<file path="src/rtl/instr_fetch_unit_if.sv">
// instr_fetch_unit_if: instruction-memory request/response bus
//   memReq   request valid (master -> slave)
//   memAddr  word-aligned fetch address, stable while memReq=1
//   memAck   response valid, meaningful only while memReq=1 (slave -> master)
//   memRdata instruction word, valid with memAck
interface instr_fetch_unit_if;
  logic        memReq;
  logic [31:0] memAddr;
  logic        memAck;
  logic [31:0] memRdata;
  modport master(output memReq, memAddr, input memAck, memRdata);
  modport slave(input memReq, memAddr, output memAck, memRdata);
endinterface

</file>
<file path="src/rtl/instr_fetch_unit.sv">
// instr_fetch_unit: single-outstanding instruction fetcher feeding a DEPTH-entry prefetch queue
//   clk         rising-edge clock
//   rst         asynchronous active-low reset
//   stallF      1 = decode holds the head entry this cycle
//   redirect    taken branch/jump; flushes queue and reloads pc from redirectPc
//   redirectPc  redirect target (bits [1:0] ignored)
//   mem         instruction-memory bus (master side)
//   validF      head entry present
//   instrF      head instruction, 0 when validF=0
//   pcPlus4F    head fetch address + 4, 0 when validF=0
// Optional macro IFU_BYPASS_EN: forward a response straight to the outputs when the queue is empty.
module instr_fetch_unit #(
  parameter int          DEPTH    = 4,
  parameter logic [31:0] RESET_PC = 32'h00000000
) (
  input  logic               clk,
  input  logic               rst,
  input  logic               stallF,
  input  logic               redirect,
  input  logic [31:0]        redirectPc,
  instr_fetch_unit_if.master mem,
  output logic               validF,
  output logic [31:0]        instrF,
  output logic [31:0]        pcPlus4F
);
  localparam int AW = $clog2(DEPTH);
  localparam int CW = AW + 1;
  typedef enum logic [1:0] {IDLE, WAIT, DROP} state_t;
  state_t state, stateNext;
  logic [31:0] pc, pcNext, reqPc;
  logic [31:0] instrQ [DEPTH];
  logic [31:0] pcp4Q [DEPTH];
  logic [AW-1:0] rdPtr, wrPtr;
  logic [CW-1:0] count, occNext;
  logic ack, push, pop, space, qValid, issue, byp;
  assign qValid = count != '0;
  assign ack = mem.memReq & mem.memAck;
  assign mem.memReq = state != IDLE;
  assign mem.memAddr = mem.memReq ? reqPc : '0;
`ifdef IFU_BYPASS_EN
  assign byp = !qValid && state == WAIT && mem.memAck && !redirect;
  assign validF = qValid | byp;
  assign instrF = qValid ? instrQ[rdPtr] : byp ? mem.memRdata : '0;
  assign pcPlus4F = qValid ? pcp4Q[rdPtr] : byp ? reqPc + 32'd4 : '0;
`else
  assign byp = 1'b0;
  assign validF = qValid;
  assign instrF = qValid ? instrQ[rdPtr] : '0;
  assign pcPlus4F = qValid ? pcp4Q[rdPtr] : '0;
`endif
  assign pop = qValid & ~stallF & ~redirect;
  // a bypassed response consumed this cycle never occupies a slot; count[AW] set means full
  assign push = state == WAIT && mem.memAck && !redirect && !(byp && !stallF) && (!count[AW] || pop);
  assign occNext = redirect ? '0 : count + CW'(push) - CW'(pop);
  assign space = occNext < CW'(DEPTH);
  always_comb begin
    stateNext = state;
    issue = 1'b0;
    unique case (state)
      IDLE: begin
        issue = !redirect && space;
        stateNext = issue ? WAIT : IDLE;
      end
      WAIT:
        if (redirect) stateNext = ack ? IDLE : DROP;
        else if (ack) begin
          issue = space;
          stateNext = space ? WAIT : IDLE;
        end
      DROP: stateNext = ack ? IDLE : DROP;
      default: stateNext = IDLE;
    endcase
    pcNext = redirect ? {redirectPc[31:2], 2'b00} : issue ? pc + 32'd4 : pc;
  end
  always_ff @(posedge clk or negedge rst)
    if (!rst) begin
      state <= IDLE;
      pc <= RESET_PC;
      reqPc <= '0;
      rdPtr <= '0;
      wrPtr <= '0;
      count <= '0;
    end else begin
      state <= stateNext;
      pc <= pcNext;
      if (issue) reqPc <= pc;
      count <= occNext;
      rdPtr <= redirect ? '0 : rdPtr + AW'(pop);
      wrPtr <= redirect ? '0 : wrPtr + AW'(push);
    end
  always_ff @(posedge clk)
    if (push) begin
      instrQ[wrPtr] <= mem.memRdata;
      pcp4Q[wrPtr] <= reqPc + 32'd4;
    end
endmodule

</file>
<file path="src/flat_wrapper.sv">
// flat-port wrapper written by rule: the top's interface ports become plain ports
module instr_fetch_unit_flat 
#(
  parameter int          DEPTH    = 4,
  parameter logic [31:0] RESET_PC = 32'h00000000
)
  (clk, rst, stallF, redirect, redirectPc, validF, instrF, pcPlus4F, mem_memReq, mem_memAddr, mem_memAck, mem_memRdata);
  instr_fetch_unit_if mem_i ();
  input  logic clk;
  input  logic rst;
  input  logic stallF;
  input  logic redirect;
  input  logic [31:0] redirectPc;
  output logic validF;
  output logic [31:0] instrF;
  output logic [31:0] pcPlus4F;
  output wire logic [$bits(mem_i.memReq)-1:0] mem_memReq;
  output wire logic [$bits(mem_i.memAddr)-1:0] mem_memAddr;
  input wire logic [$bits(mem_i.memAck)-1:0] mem_memAck;
  input wire logic [$bits(mem_i.memRdata)-1:0] mem_memRdata;
  assign mem_memReq = mem_i.memReq;
  assign mem_memAddr = mem_i.memAddr;
  assign mem_i.memAck = mem_memAck;
  assign mem_i.memRdata = mem_memRdata;
  instr_fetch_unit #(.DEPTH(DEPTH), .RESET_PC(RESET_PC)) u_core (.clk(clk), .rst(rst), .stallF(stallF), .redirect(redirect), .redirectPc(redirectPc), .mem(mem_i), .validF(validF), .instrF(instrF), .pcPlus4F(pcPlus4F));
endmodule
</file>
<file path="config.mk">
export PLATFORM = sky130hd
export DESIGN_NAME = instr_fetch_unit_flat
export DESIGN_NICKNAME = d
export VERILOG_FILES = /design/src/rtl/instr_fetch_unit_if.sv /design/src/rtl/instr_fetch_unit.sv /design/src/flat_wrapper.sv
export SDC_FILE = /design/constraint.sdc
export NUM_CORES = 1
export LEC_CHECK = 0
export CAP_MARGIN = 10
export CORE_MARGIN = 2
export CORE_UTILIZATION = 50
export DETAILED_ROUTE_END_ITERATION = 10
export GPL_TIMING_DRIVEN = 0
export HOLD_SLACK_MARGIN = 0.03
export PLACE_DENSITY_LB_ADDON = 0.05
export SYNTH_ARGS = -nofsm -noshare
export SYNTH_HDL_FRONTEND = slang
export SYNTH_SLANG_ARGS = --single-unit
</file>
<file path="constraint.sdc">
create_clock -name clk -period 14.01 [get_ports clk]
set_clock_uncertainty 0.1 [all_clocks]
set_input_delay 2.802 -clock clk [delete_from_list [all_inputs] [get_ports clk]]
set_output_delay 2.802 -clock clk [all_outputs]
set_load 0.02 [all_outputs]
</file>
### After elaboration in Yosys (flattened, before gate mapping)

Memory sizes are Yosys's and may differ from the RTL's.
Cells that the tools add are included.

* register bits after elaboration: 73
* latch bits: 0
* bits in writable memories: 256
* ROM bits: 0
* bits of input ports: 69
* memories kept: 2

* $add $sub $neg: 6
* multipliers: 0
* div/mod/pow operators: 0
* magnitude comparators: 1
* equal/unequal tests: 3
* shift operators: 0
* muxes and demuxes: 19
* bitwise gates (word level): 5
* reductions and logical operators: 11

Memories
* u_core.instrQ: depth 4, bits a word 32, read ports 1, clocked after Yosys merged registers in 0, wr ports 1, line instr_fetch_unit.sv:31 `logic [31:0] instrQ [DEPTH];`
* u_core.pcp4Q: depth 4, bits a word 32, read ports 1, clocked after Yosys merged registers in 0, wr ports 1, line instr_fetch_unit.sv:32 `logic [31:0] pcp4Q [DEPTH];`

Operators by type and width (count)
* $mux W32: 5
* $add A32 B3 Y32 const B: 2
* $mux W2: 5
* $mux W1: 6
* $pmux W2 S3: 1
* $add A2 B1 Y2: 2
* $logic_and A1 B1 Y1: 4
* $reduce_bool A2 Y1: 2
* $add A3 B1 Y3: 1
* $and A1 B1 Y1: 3
* $lt A3 B3 Y1 const B: 1
* $mux W3: 1
* $ne A3 B2 Y1 const B: 1
* $reduce_bool A3 Y1: 1
* $sub A3 B1 Y3: 1
* $eq A2 B1 Y1 const B: 1
* $eq A2 B2 Y1 const B: 1
* $logic_not A1 Y1: 2
* $logic_not A2 Y1: 1
* $not A1 Y1: 2
* $pmux W1 S2: 1
* $logic_or A1 B1 Y1: 1

### Logic depth before layout (Yosys ltp)

Gate-level depths: netlist of the first run.

* word-level depth: 14
* mapped depth: 13
* mapped depth without buffers: 11

### Worst setup path before layout of the first run

OpenSTA, ideal clock, no wires.

* path kind: input to register
* start point: input port redirect
* end point: memory u_core.instrQ[0][0] (enable)
* library setup time: 572 ps
* arrival: 8487 ps
* path slack: 4851 ps
* stages: 3
* path buffers: 1
* path through: clkbuf_1 -> a2111oi_0 -> nor3b_1

* word-level cells in the longest chain between the ends: 6
* elaborated cells on any way between the ends: 8
* classes of those cells: mux: 2; bitwise: 2; reduce/logical: 4

RTL lines
* from (decl): line flat_wrapper.sv:12 `input logic redirect;`
* $not A1 Y1: line instr_fetch_unit.sv:51 `assign pop = qValid & ~stallF & ~redirect;`
* $and A1 B1 Y1: line instr_fetch_unit.sv:51
* $logic_or A1 B1 Y1: line instr_fetch_unit.sv:53 `assign push = state == WAIT && mem.memAck && !redirect && !(byp && !stallF) && (!count[AW] || pop);`
* $logic_and A1 B1 Y1 (*): line instr_fetch_unit.sv:53
* $mux W1 (*): line instr_fetch_unit.sv:92 `if (push) begin`
* $mux W1 (implied by the code) (*): line instr_fetch_unit.sv:93 `instrQ[wrPtr] <= mem.memRdata;`
* to (decl): line instr_fetch_unit.sv:31

Every way passes the cells marked *; elsewhere a longest branch is shown, timed or not.

### Worst setup path in the final report of the first run

* start point: input port stallF
* end point: register u_core.pc[25]

* word-level cells in the longest chain between the ends: 13
* elaborated cells on any way between the ends: 14
* classes of those cells: add/sub: 2; order compare: 1; mux: 4; bitwise: 3; reduce/logical: 4

RTL lines
* from (decl): line flat_wrapper.sv:11 `input logic stallF;`
* $not A1 Y1 (*): line instr_fetch_unit.sv:51
* $and A1 B1 Y1 (*) (2 in a row): line instr_fetch_unit.sv:51
* $logic_or A1 B1 Y1: line instr_fetch_unit.sv:53
* $logic_and A1 B1 Y1: line instr_fetch_unit.sv:53
* $add A3 B1 Y3: line instr_fetch_unit.sv:54 `assign occNext = redirect ? '0 : count + CW'(push) - CW'(pop);`
* $sub A3 B1 Y3 (*): line instr_fetch_unit.sv:54
* $mux W3 (*): line instr_fetch_unit.sv:54
* $lt A3 B3 Y1 (*): line instr_fetch_unit.sv:55 `assign space = occNext < CW'(DEPTH);`
* $mux W1: line instr_fetch_unit.sv:66 `else if (ack) begin`
* $mux W1: line instr_fetch_unit.sv:65 `if (redirect) stateNext = ack ? IDLE : DROP;`
* $pmux W1 S2 (*): line instr_fetch_unit.sv:59 `unique case (state)`
* $reduce_bool A2 Y1 (no line) (*)
* to (signal assigned): line instr_fetch_unit.sv:85 `pc <= pcNext;`
* to (decl): line instr_fetch_unit.sv:30 `logic [31:0] pc, pcNext, reqPc;`

Marked as above.
A chain may end at the register's enable or synchronous reset.

==> summary by stage, run 1 <==
Run status
The run finished with clean final reports.

GRT
The sum of overflow across all layers after global routing is 0. The global-route total usage across every layer is 0.2034. The first-pass GRT wire length is 43,880 um. Entering global routing, the biggest net connects 70 pins.

The number of antenna violations at the first check in global routing is 0. The via count of the first global-routing pass came to about 7,800.

Clocking
The number of instances resized during post-cts repair is 0. In this run the number of H-tree levels came out at 2. The cell at the root of the clock tree is clkbuf_16.

The CTS tree is done. The tree built by TritonCTS fans out to ~320 sinks. After clock tree synthesis, the setup repair step added 0 buffers. After clock tree synthesis, the flow added hold-fix buffers numbering 0.

The clock tree buffer depth is 3. After clock tree synthesis, the clock-pin slew on the worst setup and hold paths is around 0.060 ns. The clock buffer count from CTS is 34. The clock latency on the worst-skew pair is 0.51 ns.

Setup path
The worst setup path is launched from an input port. For the worst flop-to-flop path, the logic depth is 10. Setup slack on the worst reg-to-reg path comes out at ~10 ns. Of all nets on the critical path, the largest fanout is 10. The worst setup path is of the in -> reg kind. The endpoint identified for the worst register-to-register timing path is u_core.pc[25]. The type of element capturing the critical path is a flop.

Data on the critical path arrives at its endpoint at roughly 6.5 ns. The startpoint identified for the worst register-to-register timing path is u_core.state[1]. The required time of the critical path is ~14 ns.

Logic synthesis
The most frequently used flop master after synthesis is edfxtp_1. The cell taking the most area after synthesis is edfxtp_1. Yosys printed 0 warnings. The synthesized design contains ~320 register bits. Synthesis produced 820 cells. Ranked by instance count, the synthesized netlist is headed by edfxtp_1 (248), dfrtp_1 (69), and2_1 (65), mux4_2 (62), nand2_1 (55). The number of enable-type register cells in the synthesized netlist is roughly 250. The fraction of post-synthesis cell area in the top cell type by area is 0.5557. The cell area that synthesis handed to floorplanning was between 0.01 and 0.015 mm^2. By area the synthesized netlist is led by edfxtp_1 (56%), dfrtp_1 (13%), mux4_2 (10%). The share of the yosys chip area belonging to registers is 0.6846.

The number of different library cells in the post-synthesis netlist is 40. For this run, asynchronously set or reset flops after synthesis account for 0.2177. In the post-synthesis netlist, the cell with the most instances is edfxtp_1. After synthesis, the mean cell area works out to between 15 and 20 um^2.

Job
Max-cap violations in this run came to 0.

Power
The worst-case IR drop observed on VDD is between 90 and 100 uV. The leakage power summed over all cells is slightly below 6 nW. The power per cell area is ~180 mW/mm^2.

Place
The number of buffer cells added on primary ports is 159. Detailed placement ended at an HPWL of approximately 19,000 um. The placed instances occupy a cell area of about 0.016 mm^2. The weighted congestion reported at the end of routability-driven placement is a little under 0.8.

Routing
The number of vias per cell is 5.406. The aggregate routed wire length is 27,540 um. The total met3 wirelength after detailed routing is approximately 1100 um. The routed layout has ~7,500 vias. The DRC marker count from the first detailed-route iteration is about 500. The met2 routed wirelength is 13,410 um. The routed wirelength normalized by instance count is ~20 um. The count of nets left with antenna violations once routing finished came out at 0. The detailed router put a total of 12,560 um of wire on met1. The number of detailed-route iterations in the first pass is 4. In the routed design, unresolved DRC markers number 0. The highest metal layer carrying signal wires in the routed design is met4.

Layout
The number of antenna diodes in the final layout is 0. Measured on the finished design, the core utilization comes to 0.6412. In the final layout, the share of cells above drive strength 1 is 0.1739. Fill cells in the final layout number 1,933. After the last flow step, the layout net total stands at 1,108. The final design instance area without fill is between 0.015 and 0.02 mm^2. Summing all multi-input logic gate instances after layout gives approximately 0.0040 mm^2.

The sequential cells in the finished layout cover a total of 0.009174 mm^2. The synthesis-to-finish area growth is 25.39%.

Min path
Along the worst hold path, the cell count comes to 1. In this run the most critical hold path is launched from u_core.pc[31]. The class of the tightest hold or removal check is reg -> reg.

For hold timing, the worst endpoint is u_core.reqPc[31].

STA
Setup total negative slack on the finished layout was measured at 0 ns. Setup repair after global routing left no endpoint under its margin. The final-report setup violation count is 0.

The shortest period the worst path allows is between 6 and 7 ns. The number of pins exceeding their max-slew limit in the final report is 0. The pin slew with the least headroom to its limit is 1.066 ns. The total count of hold-check failures in the final report is 0. The worst pin sits at a relative slew slack of 0.2833. The peak clock frequency supported by timing is 160.4 MHz.

Of the available clock period, the critical path in the final layout requires 0.4451.

Die
The number of top-level pins is about 170. The initial utilization of the core area, before any placement, comes to 0.5113. The region available for standard cell placement spans ~0.026 mm^2.

The overall die area is 0.02813 mm^2. The die span in y is 167.7 um. The floorplan has slightly below 60 rows.

The die is 167.7 um wide.
==> how the worst max path moves through the flow <==
stage               slack, ns                   to     start
floorplan                4.85  u_core.instrQ[0][0]  redirect
global placement         0.16  u_core.pcp4Q[0][28]    stallF
detailed placement       7.27     u_core.reqPc[12]    stallF
CTS                      7.74        u_core.pc[25]    stallF
global route             7.46        u_core.pc[25]    stallF
finish                   7.77        u_core.pc[25]    stallF
==> state kept, by name, summed over array words and instances, names as in the netlist <==
signal and flops:
u_core.state 2, u_core.pc 30, u_core.reqPc 30, u_core.instrQ 128
u_core.rdPtr 2, u_core.count 3, u_core.wrPtr 2, u_core.pcp4Q 120
==> metrics by stage <==
step | std cells | setup slack (ns) | hold WS, ns | total power [mW]
final | 1393 | 7.774 | 0.4424 | 3.081
after global routing | 1393 | 7.461 | 0.4837 | 3.238
after CTS | 1393 | 7.742 | 0.4434 | 3.122
after detailed placement | 1332 | 7.271 | 0.4334 | 2.235
after global placement | 1317 | 0.1610 | 0.4276 | 2.221
after floorplan | 823 | 4.851 | 0.3937 | 1.809
==> power by group <==
part / total, mW / switching, mW / internal (mW)
clock: 0.879 / 0.345 / 0.534
combinational: 0.956 / 0.504 / 0.453
sequential: 1.25 / 0.0867 / 1.16
total: 3.08 / 0.935 / 2.15
==> logic make-up (layout without fill, tap and decap cells) <==
kind of cell | Yosys count | count (layout) | share of synthesized area
AOI/OAI and AO/OA | 38 | 38 | 0.01578
xor gates and xnor gates | 58 | 58 | 0.03912
adders and majority gates | 6 | 6 | 0.006163
buffers and inverters | 52 | 287 | 0.01653
DFF | 317 | 317 | 0.6846
muxes | 91 | 91 | 0.1285
other | 1 | 4 | 0.0002798
and+or+nand+nor | 257 | 257 | 0.1091
==> layout make-up <==
cell class	count	area share
Sequential cell	317	0.5460
Multi-Input combinational cell	454	0.2406
Timing Repair Buffer	174	0.1095
Clock buffer	44	0.05667
Tap cell	335	0.02495
Buffer	42	0.01095
Clock inverter	17	0.009159
Inverter	10	0.002234
==> cell usage in the layout, fill, tap and decap left out, types with 6 or more instances in the layout <==
master           netlist  routed
nor3_1                 7       7
nor2_1                25      23
nor2b_1               30      30
mux4_2                62      62
clkinv_2               0       9
clkbuf_16              0      37
xnor2_1               25      25
inv_1                 10      10
nand2_1               55      55
nand4_1               16      16
nand3_1               24      24
buf_2                  9       9
dfrtp_1               69      69
and3_1                 8       7
xor2_1                32      32
nor4_1                 6       6
clkbuf_1              29      36
mux2_2                28      28
edfxtp_1             248     248
o21ai_0               29      29
clkdlybuf4s50_1        0     158
and2_1                65      65
==> critical path, cell delays in order <==
cell	delay, ns
clkdlybuf4s50_1	0.53
a2111oi_1	0.60
ha_1	0.25
inv_1	0.05
fa_1	0.37
xor3_2	0.31
nor4_2	0.93
nand4_1	0.24
xnor2_1	0.19
mux2_2	0.26
==> metal layers <==
metal | up-vias | GRT usage
met5 | - | 0
met4 | 0 | 0.05180
met3 | 31 | 0.03238
met2 | 192 | 0.3357
met1 | 3796 | 0.2870
li1 | 3512 | -
(Power assumes the default switching activity.)
==> inputs of run 2 (changes only) <==
Clock period 14.01 ns to 5.9 ns, I/O delays scaled along.
==> run 2 against run 1 <==
Cell count decreased by 0.22%. Via count down 0.44%. Clock power rose by 120%. Hold slack is essentially flat. Sequential power increased by 140%. Critical path type unchanged. Largest cell class unchanged. Largest power group unchanged.
==> summary by stage, run 2 (same netlist as run 1, synthesis figures left out) <==
Run status
The flow ran to the end, and the final reports show no timing, DRC or antenna violations.

Die
The initial utilization of the core area, before any placement, comes to 0.5113. The die covers 0.02813 mm^2. In this run the core area contains 59 standard-cell rows. In this run the horizontal extent of the chip is about 170 um. The die span in y is between 150 and 200 um. During I/O placement, the number of pins put on the boundary was about 170. The core outline area is roughly 0.026 mm^2.

Setup path
The minimum setup slack among reg-to-reg paths is approximately 2.1 ns. For the worst setup path, the data required time is around 6.2 ns. The data arrival time of the critical path is 4.84 ns. Of all nets on the critical path, the largest fanout is 10. The worst setup path is captured at a flop. The end of the worst register-to-register path is u_core.reqPc[28]. Measured in cells, the most critical reg-to-reg path has a length of 9. The element type at the critical path start is an input port. The startpoint identified for the worst register-to-register timing path is u_core.state[1]. By startpoint and endpoint, the worst setup path is classified as in -> reg.

Clocking
Gates resized during post-CTS repair numbered 0. The clock latency on the worst-skew pair is 0.52 ns. After clock tree synthesis, the clock-pin slew on the worst setup and hold paths is about 0.060 ns. The clock tree buffer depth is 3. Buffers inserted during clock tree synthesis total 34. The hold buffer count at CTS is 0. TritonCTS built the clock tree. The count of buffers added by post-CTS timing repair for setup is 0.

The CTS sink count is roughly 320. CTS built an H-tree with a depth of 2. The cell at the root of the clock tree is clkbuf_16.

Layout
The library cell used most frequently in the layout, excluding fill and tap cells, is edfxtp_1. The net count of the finished layout is roughly 1,100. The layout has 1,973 filler cells.

In the layout the commonest cells are edfxtp_1 (248), clkdlybuf4s50_1 (158), dfrtp_1 (69). The register with the most flip-flops in the layout has between 100 and 150 of them. The largest registers in the layout are u_core.instrQ (128), u_core.pcp4Q (120). The sequential cell area is about 0.009 mm^2. Summing all multi-input logic gate instances after layout gives around 0.0040 mm^2. The number of antenna diodes in the final layout is 0. Of the cells placed in the final design, the portion with a size suffix greater than 1 is 0.1668. The register containing the most flip-flops in the final layout is u_core.instrQ. Compared with the post-synthesis result, the final layout area differs by 24.15%.

Routing
Once detail routing completed, the nets flagged for antenna violations numbered 0. After detailed routing, the wire length on met1 is roughly 12,000 um. Summed over all layers, the routed wires come to between 20,000 and 30,000 um. Summed over all nets, wire length on met3 after detailed routing comes to between 1000 and 1500 um. The number of design rule violations left after detail routing is 0. For this run, the detailed router's first-pass iteration total came to 5.

Wire segments on met2 add up to about 14,000 um in the final route. Using the TritonRoute via totals, the vias-per-cell ratio works out to about 5.4. The detailed router used layers up to and including met4.

In the final routed layout, each cell accounts on average for slightly below 20 um. After the first detailed-routing iteration, the DRC count stood at between 500 and 600. The via total after detailed routing is ~7,500.

STA
Setup violations remaining at the end of the flow were counted as 0. The worst pin sits at a relative slew slack of 0.2826. Across all hold checks on the routed design, the worst slack comes to 0.4426 ns.

The post-route clock period utilization is 0.7714. Setup repair after global routing left no endpoint under its margin. The pin slew with the least headroom to its limit is roughly 1.1 ns.

The number of pins exceeding their max-slew limit in the final report is 0. Derived from the worst setup path, the maximum achievable clock frequency is between 200 and 250 MHz. The total count of hold-check failures in the final report is 0. For the finished layout, the period the worst path requires is 4.551 ns.

GRT
The first-pass GRT wire length is between 40,000 and 50,000 um. The pin count of the biggest net entering global routing is 70. The sum of overflow across all layers after global routing is 0. The via count of the first global-routing pass came to 7,643.

The global-route total usage across every layer is 0.2004. The number of antenna violations at the first check in global routing is 0.

Power
Across the VDD grid, the largest voltage drop is slightly below 300 uV. The total design power is around 7 mW. The power per cell area is 430.0 mW/mm^2. For this design the static power due to leakage is approximately 5.7 nW.

Min path
The class of the tightest hold or removal check is reg -> reg. Along the worst hold path, the cell count comes to 1. The hold path startpoint is u_core.pc[20]. The path with the worst hold slack has its endpoint at u_core.reqPc[20].

Place
The congestion estimate from routability-driven global placement came to 0.7908. The count of buffers added on input and output ports is 159. The HPWL after detailed placement is approximately 19,000 um.

Job
Across the run, the number of max-cap violations was 0.
## run 2: worst max-delay path by stage
stage / start / to / cells after the start
after floorplan: redirect / u_core.instrQ[1][0] / 4
after global placement: stallF / u_core.pcp4Q[2][26] / 4
after detailed placement: stallF / u_core.reqPc[10] / 9
after CTS: stallF / u_core.reqPc[12] / 9
after global routing: stallF / u_core.reqPc[8] / 10
final: stallF / u_core.reqPc[28] / 9
## run 2: final cells by class
type,count,area share
buffer,42,0.01106
tap,335,0.02520
clock buffer,45,0.05483
multi-input combinational,454,0.2434
timing repair buffer,170,0.1062
sequential,317,0.5514
inverter,10,0.002256
clock inverter,17,0.005641
## run 2: per-layer routing
metal / vias up / global-route usage
li1: 3499 / -
met1: 3766 / 0.2742
met2: 192 / 0.3363
met3: 41 / 0.03853
met4: 0 / 0.04764
met5: - / 0
## run 2: power breakdown
group	internal (mW)	leakage (nW)	total [mW]	switching, mW
clock	1.09	0.496	1.93	0.838
combinational	1.07	2.10	2.26	1.20
sequential	2.75	3.09	2.96	0.204
total	4.92	5.68	7.15	2.24
## run 2: worst max-delay path, stage by stage
cell and delay, ns:
clkdlybuf4s50_1 0.53, a2111oi_1 0.58, ha_1 0.25, inv_1 0.05, fa_1 0.37, xor3_2 0.31, nor4_2 0.80, buf_2 0.41
mux2_2 0.37
## run 2: through the flow
stage | cell area, um^2 | setup slack (ns) | TNS (ns) | std cells | util
after floorplan | 13420 | 0.3915 | 0 | 823 | -
after CTS | 16640 | 1.338 | 0 | 1390 | 0.6348
after detailed placement | 15630 | 0.7969 | 0 | 1328 | 0.5964
after global placement | 15430 | -2.728 | -516.18 | 1317 | 0.5887
after global routing | 16640 | 1.008 | 0 | 1390 | 0.6348
final | 16640 | 1.349 | 0 | 1390 | 0.6348
